<file path="config.mk">
export PLATFORM = sky130hd
export DESIGN_NAME = bin_to_7seg_seq_flat
export DESIGN_NICKNAME = d
export VERILOG_FILES = /design/src/rtl/bin_to_7seg_seq_pkg.sv /design/src/rtl/bin_to_7seg_seq_if.sv /design/src/rtl/seg7_encode.sv /design/src/rtl/bin_to_7seg_seq.sv /design/src/flat_wrapper.sv
export SDC_FILE = /design/constraint.sdc
export NUM_CORES = 1
export LEC_CHECK = 0
export CORE_ASPECT_RATIO = 0.75
export CORE_MARGIN = 2
export CORE_UTILIZATION = 40
export DETAILED_ROUTE_END_ITERATION = 6
export PLACE_DENSITY = 0.73
export SYNTH_ARGS = -nofsm -noshare
export SYNTH_HDL_FRONTEND = slang
export SYNTH_HIERARCHICAL = 1
export SYNTH_SLANG_ARGS = --single-unit
</file>
<file path="constraint.sdc">
create_clock -name clk -period 2.9 [get_ports clk]
set_input_delay 0.435 -clock clk [delete_from_list [all_inputs] [get_ports clk]]
set_output_delay 0.435 -clock clk [all_outputs]
set_load 0.02 [all_outputs]
</file>
<file path="src/rtl/bin_to_7seg_seq_pkg.sv">
// Shared definitions for the sequential binary-to-7-segment display driver:
// FSM state encoding and active-low segment patterns (a..g, MSB = a).
package bin_to_7seg_seq_pkg;

    typedef enum logic [1:0] {
        ST_IDLE  = 2'd0,
        ST_SHIFT = 2'd1,
        ST_DONE  = 2'd2
    } state_e;

    localparam logic [6:0] SEG_0     = 7'b0000001;
    localparam logic [6:0] SEG_1     = 7'b1001111;
    localparam logic [6:0] SEG_2     = 7'b0010010;
    localparam logic [6:0] SEG_3     = 7'b0000110;
    localparam logic [6:0] SEG_4     = 7'b1001100;
    localparam logic [6:0] SEG_5     = 7'b0100100;
    localparam logic [6:0] SEG_6     = 7'b0100000;
    localparam logic [6:0] SEG_7     = 7'b0001111;
    localparam logic [6:0] SEG_8     = 7'b0000000;
    localparam logic [6:0] SEG_9     = 7'b0000100;
    localparam logic [6:0] SEG_BLANK = 7'b1111111;

endpackage

</file>
<file path="src/rtl/bin_to_7seg_seq_if.sv">
// Request/result bundle between a value producer and the display driver.
interface bin_to_7seg_seq_if #(
    parameter int unsigned N      = 10,
    parameter int unsigned DIGITS = 4
);
    logic                  start;
    logic [N-1:0]          A;
    logic                  busy;
    logic                  done;
    logic [4*DIGITS-1:0]   bcd;
    logic [7*DIGITS-1:0]   HEX;

    modport master (output start, A, input busy, done, bcd, HEX);
    modport slave  (input start, A, output busy, done, bcd, HEX);
endinterface

</file>
<file path="src/rtl/seg7_encode.sv">
// One BCD digit to active-low 7-segment pattern; codes above 9 show blank.
module seg7_encode
    import bin_to_7seg_seq_pkg::*;
(
    input  logic [3:0] bcd_i,
    output logic [6:0] seg_o
);

    always_comb begin
        seg_o = SEG_BLANK;
        case (bcd_i)
            4'd0:    seg_o = SEG_0;
            4'd1:    seg_o = SEG_1;
            4'd2:    seg_o = SEG_2;
            4'd3:    seg_o = SEG_3;
            4'd4:    seg_o = SEG_4;
            4'd5:    seg_o = SEG_5;
            4'd6:    seg_o = SEG_6;
            4'd7:    seg_o = SEG_7;
            4'd8:    seg_o = SEG_8;
            4'd9:    seg_o = SEG_9;
            default: seg_o = SEG_BLANK;
        endcase
    end

endmodule

</file>
<file path="src/rtl/bin_to_7seg_seq.sv">
// Serial double-dabble converter (one bit per clock) with a held BCD result
// register driving DIGITS active-low 7-segment displays.
module bin_to_7seg_seq
    import bin_to_7seg_seq_pkg::*;
#(
    parameter int unsigned N        = 10,
    parameter int unsigned DIGITS   = 4,
    parameter int unsigned BLANK_LZ = 1
) (
    input  logic                clk,
    input  logic                rst,
    bin_to_7seg_seq_if.slave    bus_if
);

    localparam int unsigned CNT_W = $clog2(N + 1);
    localparam int unsigned BCD_W = 4 * DIGITS;

    state_e              state_q, state_d;
    logic [BCD_W-1:0]    bcd_work_q, bcd_work_d;
    logic [N-1:0]        bin_work_q, bin_work_d;
    logic [CNT_W-1:0]    cnt_q, cnt_d;
    logic [BCD_W-1:0]    bcd_q, bcd_d;
    logic                busy_q, busy_d;
    logic                done_q, done_d;

    logic [BCD_W-1:0]    adj_c;
    logic                last_shift_c;
    logic                unused_adj_msb;

    assign last_shift_c   = (cnt_q == CNT_W'(N - 1));
    // Top digit never reaches 8 for legal N/DIGITS, so its MSB is shifted out as zero.
    assign unused_adj_msb = adj_c[BCD_W-1];

    always_ff @(posedge clk or posedge rst) begin
        if (rst) state_q <= ST_IDLE;
        else     state_q <= state_d;
    end

    always_comb begin
        state_d = state_q;
        case (state_q)
            ST_IDLE:  if (bus_if.start) state_d = ST_SHIFT;
            ST_SHIFT: if (last_shift_c) state_d = ST_DONE;
            ST_DONE:  state_d = ST_IDLE;
            default:  state_d = ST_IDLE;
        endcase
    end

    // Per-digit add-3 correction; no carry crosses digit boundaries.
    always_comb begin
        adj_c = bcd_work_q;
        for (int k = 0; k < int'(DIGITS); k++) begin
            if (bcd_work_q[4*k +: 4] >= 4'd5)
                adj_c[4*k +: 4] = bcd_work_q[4*k +: 4] + 4'd3;
        end
    end

    always_comb begin
        bcd_work_d = bcd_work_q;
        bin_work_d = bin_work_q;
        cnt_d      = cnt_q;
        bcd_d      = bcd_q;
        busy_d     = (state_d != ST_IDLE);
        done_d     = (state_d == ST_DONE);
        case (state_q)
            ST_IDLE: begin
                if (bus_if.start) begin
                    bcd_work_d = '0;
                    bin_work_d = bus_if.A;
                    cnt_d      = '0;
                end
            end
            ST_SHIFT: begin
                bcd_work_d = {adj_c[BCD_W-2:0], bin_work_q[N-1]};
                bin_work_d = bin_work_q << 1;
                cnt_d      = cnt_q + CNT_W'(1);
                // Result register loads with the final shift so it is valid alongside done.
                if (last_shift_c) bcd_d = {adj_c[BCD_W-2:0], bin_work_q[N-1]};
            end
            default: ;
        endcase
    end

    always_ff @(posedge clk or posedge rst) begin
        if (rst) begin
            bcd_work_q <= '0;
            bin_work_q <= '0;
            cnt_q      <= '0;
            bcd_q      <= '0;
            busy_q     <= 1'b0;
            done_q     <= 1'b0;
        end else begin
            bcd_work_q <= bcd_work_d;
            bin_work_q <= bin_work_d;
            cnt_q      <= cnt_d;
            bcd_q      <= bcd_d;
            busy_q     <= busy_d;
            done_q     <= done_d;
        end
    end

    logic [6:0]          seg_c [DIGITS];
    logic [DIGITS-1:0]   blank_c;
    logic [7*DIGITS-1:0] hex_c;

    for (genvar g = 0; g < int'(DIGITS); g++) begin : g_digit
        seg7_encode u_enc (
            .bcd_i (bcd_q[4*g +: 4]),
            .seg_o (seg_c[g])
        );
    end

    // Leading-zero blanking walks from the most significant digit down; digit 0 always shows.
    always_comb begin
        logic all_zero;
        all_zero = 1'b1;
        blank_c  = '0;
        hex_c    = '0;
        for (int k = int'(DIGITS) - 1; k >= 0; k--) begin
            all_zero   = all_zero & (bcd_q[4*k +: 4] == 4'd0);
            blank_c[k] = (BLANK_LZ != 0) && (k > 0) && all_zero;
            hex_c[7*k +: 7] = blank_c[k] ? SEG_BLANK : seg_c[k];
        end
    end

    assign bus_if.busy = busy_q;
    assign bus_if.done = done_q;
    assign bus_if.bcd  = bcd_q;
    assign bus_if.HEX  = hex_c;

endmodule
</file>
<file path="src/flat_wrapper.sv">
// flat-port wrapper written by rule: the top's interface ports become plain ports
module bin_to_7seg_seq_flat import bin_to_7seg_seq_pkg::*;
#(
    parameter int unsigned N        = 10,
    parameter int unsigned DIGITS   = 4,
    parameter int unsigned BLANK_LZ = 1
)
  (clk, rst, bus_if_start, bus_if_A, bus_if_busy, bus_if_done, bus_if_bcd, bus_if_HEX);
  bin_to_7seg_seq_if #(.N(N), .DIGITS(DIGITS)) bus_if_i ();
  input  logic clk;
  input  logic rst;
  input wire logic [$bits(bus_if_i.start)-1:0] bus_if_start;
  input wire logic [$bits(bus_if_i.A)-1:0] bus_if_A;
  output wire logic [$bits(bus_if_i.busy)-1:0] bus_if_busy;
  output wire logic [$bits(bus_if_i.done)-1:0] bus_if_done;
  output wire logic [$bits(bus_if_i.bcd)-1:0] bus_if_bcd;
  output wire logic [$bits(bus_if_i.HEX)-1:0] bus_if_HEX;
  assign bus_if_i.start = bus_if_start;
  assign bus_if_i.A = bus_if_A;
  assign bus_if_busy = bus_if_i.busy;
  assign bus_if_done = bus_if_i.done;
  assign bus_if_bcd = bus_if_i.bcd;
  assign bus_if_HEX = bus_if_i.HEX;
  bin_to_7seg_seq #(.N(N), .DIGITS(DIGITS), .BLANK_LZ(BLANK_LZ)) u_core (.clk(clk), .rst(rst), .bus_if(bus_if_i));
endmodule
</file>
# After elaboration in Yosys (flattened, before gate mapping)
# Memory sizes are Yosys's and may differ from the RTL's.
# Cells that the tools add are included.
# word_totals
memories	4
latch_bits	0
output_inout_bits	46
ramBits	0
romBits	448
regBits	50
# mem_list
memory	words	word_bits	read_ports	rd_clocked_by_memory_dff	write_ports	line	source
(no name shown)	16	7	1	0	0	seg7_encode.sv:11	case (bcd_i)
(no name shown)	16	7	1	0	0	seg7_encode.sv:11	
(no name shown)	16	7	1	0	0	seg7_encode.sv:11	
(no name shown)	16	7	1	0	0	seg7_encode.sv:11	
# op_classes
add_sub_neg	5
mul	0
n_eq_ne	4
n_div	0
shifts	0
n_mux	16
bitwise	2
n_lt_le_gt_ge	4
reduce_logical	8
# ops
op	count
one-hot mux 16 bit (2 select lines)	1
2-to-1 mux 7 bit	3
one-hot mux 10 bit (2 select lines)	1
greater-or-equal comparator 4 x 3 -> 1 bit, second input constant	4
2-to-1 mux 16 bit	1
2-to-1 mux 4 bit	4
adder 4 x 2 -> 4 bit, second input constant	3
logical NOT 4 bit	3
2-to-1 mux 10 bit	1
one-hot mux 4 bit (2 select lines)	1
adder 4 x 1 -> 4 bit, second input constant	1
equality test 4 bit, second input constant	1
2-to-1 mux 2 bit	2
one-hot mux 2 bit (2 select lines)	1
AND reduction 2 bit	2
nonzero test 2 bit	2
adder 3 x 2 -> 3 bit, second input constant	1
2-to-1 mux 3 bit	1
bitwise AND 1 bit	2
equality test 2 x 1 -> 1 bit, second input constant	1
equality test 2 bit, second input constant	1
logical NOT 2 bit	1
!= test 2 bit, second input constant	1

# Logic depth before layout (Yosys ltp)
# depth
depth_word	4
depth_mapped	7
mapped_depth_nobuf	6

# Modules after synthesis
# Netlist, hierarchy kept.
# by_module_without_submodules
mod	instances	cells_per_inst	area_per_inst_um2
bin_to_7seg_seq	1	253	2598.7
seg7_encode	4	33	210.2

# Worst setup path before layout
# Ideal clock, no wire load.
# synth_path
path_kind	reg2out
from	register u_core.bcd_q[13], in the netlist u_core/bus_if.bcd[13]
to	output bus_if_HEX[24]
n_path_buf	0
path_stages_with_launch	7
t_required_ns	2.465
arrival_time_ns	1.647
slack_ns	0.818
cell_sequence	dfrtp_1 inv_1 ha_1 or2_1 a21oi_2 a31oi_1 or2_2
# synth_rtl
item	line	source
start, declared	bin_to_7seg_seq.sv:22	logic [BCD_W-1:0] bcd_q, bcd_d;
start signal, assigned	bin_to_7seg_seq.sv:89	bcd_q <= '0;
start signal, assigned	bin_to_7seg_seq.sv:96	bcd_q <= bcd_d;
end, declared	flat_wrapper.sv:17	output wire logic [$bits(bus_if_i.HEX)-1:0] bus_if_HEX;

==> run summary <==
The post-synthesis async set-or-reset flop share came out at 100%. Dividing the detail-routed wire length by the instance count gives 13.1 um. The worst clock skew on the final layout is 0.00460 ns. The tightest min-delay check is of the register to register type. The clock sink count came out at 50. The number of CTS-inserted buffers came out at 5. From left edge to right edge, the die measures 111 um.

The number of antenna violations at the first check in global routing came to 0. The mapped netlist covers 0.00344 sq mm. The dominant register cell in the synthesized netlist is sky130_fd_sc_hd__dfrtp_1. The footprint of the multi-input gates came out at 0.00197 sq mm. The setup check on the worst reg-to-reg path leaves a slack of 0.98 ns. The top cell type by area accounts for 36.4% of the synthesized area. The pre-antenna-repair detailed-routing pass consisted of 4 iterations. The internal power came out at 3.30 mW. The final count of pins violating max slew was 0. The worst max-slew margin expressed relative to the limit came out at 58.1%.

The violation count after the first detailed-routing iteration is 235. In this run the clock root is driven by a sky130_fd_sc_hd__clkbuf_16. Yosys attributes the largest share of cell area to sky130_fd_sc_hd__dfrtp_1 36%, sky130_fd_sc_hd__ha_1 11%, sky130_fd_sc_hd__o21ai_0 6.3%.

In the final layout, flip-flops and latches occupy 0.00125 sq mm. The remaining design rule violation count is 0. The area added between synthesis and finish is 24.0%.

The critical path ends at bus_if_HEX[26]. Entering global routing, the biggest net connects 51 pins. The floorplan die area came out at 0.00936 sq mm. The worst register-to-register path ends at u_core/bus_if.bcd[10]. The max capacitance violation total is 0.

The number of warnings reported in the yosys synthesis log is 6. The longest clock path from root to sink contains 2 buffers. The critical path data required time is 2.47 ns.

The final layout net count came out at 482. The number of cells on the worst reg-to-reg path is 4. The largest fanout on the critical path is 7.

The depth of the worst hold-timing path came out at 1. The most frequent cell after synthesis is sky130_fd_sc_hd__dfrtp_1. STA puts the critical path data arrival time at 2.36 ns.

The worst ir drop on vdd is 0.000620 V. The net switching component of the power came out at 2.67 mW. The first global-routing pass estimated 12400 um of wire. Dividing the detail-routed via count by the number of cells gives 5.13. The net count after synthesis is 428. The share of total power consumed by net switching came out at 44.7%. In this run the remaining antenna-violating nets after routing total 0. The last weighted congestion value of the routability-driven placer came out at 0.768. The count of input and output buffers came out at 58. Global routing finished with a remaining overflow of 0. Synthesis instantiated 36 different standard cells from the library. Of the synthesized area, sequential elements account for 36.4%. Of the total power, the clock network draws 11.0%. For this block, the routed nets add up to 7180 um of wire. The hold violation count in the final report came to 0. The kind of critical path is register to output pin.

Setup violations remaining at the end of the flow were counted as 0. The number of flops mapped to enable cells by yosys came out at 0. The number of register bits inferred by synthesis is 50.

In this run, flip-flops and latches consume 25.8% of the power. In this run the vertical extent of the chip is 84.3 um. TritonCTS built the clock tree. The cell area power density is 1400 mW/mm^2. The number of global-route vias before repair was 2729. The actual transition at the worst max-transition pin is 0.629 ns.

In this run the critical register-to-register path is launched from u_core/state_q[0]. Ranked by instance count, the synthesized netlist is headed by 50 x sky130_fd_sc_hd__dfrtp_1, 43 x sky130_fd_sc_hd__o21ai_0, 37 x sky130_fd_sc_hd__a21oi_1, 34 x sky130_fd_sc_hd__nand2b_1, 30 x sky130_fd_sc_hd__ha_1. The proportion of layout cells with a drive suffix above 1 is 9.77%. Detailed placement ended at an HPWL of 5090 um. The final worst hold slack came out at 0.515 ns.

The number of placement rows came out at 29. The source of the critical timing path is u_core/bus_if.bcd[12]. The placeable core region is 0.00842 sq mm. The clock-pin slew on the worst setup and hold paths came out at 0.06 ns. The worst setup path is captured at an output pin. In the global route stage, overall resource usage came out at 15.7%.

The static leakage came out at 1.90 nW. At the later pin of the worst-skew pair, clock insertion delay measures 0.29 ns. The number of instances in the synthesized netlist came out at 385. The setup total negative slack is 0 ns. Of the available clock period, the critical path in the final layout requires 96.5%. The initial standard-cell utilization of the core is 40.9%. The I/O pin count is 59.

The layout has 756 filler cells. The final period demand of the worst path is 2.80 ns. Setup repair after global routing left no endpoint under its margin. The biggest area contributor in the post-synthesis netlist is sky130_fd_sc_hd__dfrtp_1. The number of H-tree levels is 2.

The total via count in the routed design came out at 2811. The average size of a mapped cell came out at 8.93 sq um. The part of the total power dissipated in combinational logic came out at 63.2%. The startpoint class of the critical path is a register.

The run finished with clean final reports. 0 antenna diodes ended up in the layout. Based on the critical path, the design can be clocked at up to 357 MHz.
-- through the flow --
| step | std cells | utilization [%] | total power [mW] | area [sq um] | setup slack, ns |
|---|---|---|---|---|---|
| final | 548 | 50.7 | 5.98 | 4270 | 0.100 |
| after global routing | 548 | 50.7 | 6.49 | 4270 | 0.00116 |
| after CTS | 546 | 50.5 | 6.01 | 4250 | 0.00832 |
| after detailed placement | 538 | 48.4 | 5.32 | 4080 | 0.326 |
| after global placement | 538 | 48.4 | 5.21 | 4080 | 0.411 |
| after floorplan | 385 | - | 4.00 | 3440 | 0.818 |
-- sequential cells by signal (all words and copies together) (netlist names) --
| register | cells |
|---|---|
| u_core/bcd_work_q | 16 |
| u_core/bus_if.bcd | 16 |
| u_core/bin_work_q | 10 |
| u_core/cnt_q | 4 |
| u_core/state_q | 2 |
| u_core/bus_if.busy | 1 |
| u_core/bus_if.done | 1 |
-- logic make-up (layout without fill, tap and decap cells) --
logic type,Yosys count,after routing,share of synthesized area [%]
simple gates,132,132,21.6
compound gates,112,112,19.0
flops,50,50,36.4
buf+inv,43,98,6.29
fa+ha+maj,30,30,10.9
mux,14,14,4.87
xor+xnor,4,4,1.02
-- cell usage in the layout (no fill, tap or decap), types with 5 or more instances in the layout --
master	n
sky130_fd_sc_hd__clkdlybuf4s50_1	57
sky130_fd_sc_hd__dfrtp_1	49
sky130_fd_sc_hd__o21ai_0	43
sky130_fd_sc_hd__a21oi_1	37
sky130_fd_sc_hd__nand2b_1	34
sky130_fd_sc_hd__ha_1	30
sky130_fd_sc_hd__nor2_1	29
sky130_fd_sc_hd__inv_1	22
sky130_fd_sc_hd__nand2_1	18
sky130_fd_sc_hd__nor2b_1	11
sky130_fd_sc_hd__a22o_1	10
sky130_fd_sc_hd__buf_4	9
sky130_fd_sc_hd__a22oi_1	8
sky130_fd_sc_hd__nor3b_1	7
sky130_fd_sc_hd__or2_2	7
sky130_fd_sc_hd__nor3_1	6
sky130_fd_sc_hd__nand3_1	6
sky130_fd_sc_hd__clkbuf_16	5
sky130_fd_sc_hd__mux2_2	5
-- layer usage --
| layer | GRT usage, % | wire (um) | up-vias | share of wire [%] |
|---|---|---|---|---|
| met5 | 0 | 0 | - | 0 |
| li1 | - | - | 1426 | - |
| met3 | 3.61 | 240 | 6 | 3.3 |
| met2 | 27.6 | 3470 | 45 | 48 |
| met1 | 19.3 | 3390 | 1334 | 47 |
| met4 | 4.83 | 72 | 0 | 1.0 |
-- area by class of cell --
| cell class | instances | share of cell area [%] |
|---|---|---|
| Multi-Input combinational cell | 292 | 46.2 |
| Sequential cell | 50 | 29.4 |
| Tap cell | 108 | 3.17 |
| Clock inverter | 3 | 1.06 |
| Timing Repair Buffer | 67 | 15.2 |
| Clock buffer | 5 | 2.93 |
| Inverter | 23 | 2.02 |
-- worst max-delay path, stage by stage (launching register included) --
cell                              delay (ns)
sky130_fd_sc_hd__dfrtp_1                0.49
sky130_fd_sc_hd__inv_1                  0.13
sky130_fd_sc_hd__ha_1                   0.33
sky130_fd_sc_hd__o21ai_0                0.17
sky130_fd_sc_hd__o21ai_0                0.12
sky130_fd_sc_hd__or2_2                  0.31
sky130_fd_sc_hd__clkdlybuf4s50_1        0.54
-- power groups by stage --
stage | Sequential [mW] | Combinational [mW] | Clock [mW]
floorplan | 1.46 | 2.53 | 0
global placement | 1.53 | 3.68 | 0
detailed placement | 1.55 | 3.78 | 0
CTS | 1.54 | 3.80 | 0.675
global route | 1.62 | 4.16 | 0.705
finish | 1.54 | 3.78 | 0.656
-- worst min-delay path by stage --
stage                                     start  slack (ns)                     to
final                     u_core/bcd_work_q[13]        0.51  u_core/bcd_work_q[13]
after global routing      u_core/bcd_work_q[13]        0.56  u_core/bcd_work_q[13]
after CTS                 u_core/bcd_work_q[13]        0.52  u_core/bcd_work_q[13]
after detailed placement  u_core/bcd_work_q[13]        0.50  u_core/bcd_work_q[13]
after global placement    u_core/bcd_work_q[13]        0.49  u_core/bcd_work_q[13]
after floorplan            u_core/bin_work_q[9]        0.47   u_core/bcd_work_q[0]
-- timing repair --
item / in CTS / in global routing
setup buffers: 0 / 2
setup endpoints to repair: 0 / 17
hold buffers: 0 / 0
resized for setup: 0 / 2
Note: power is estimated with default switching activity, not from simulation.
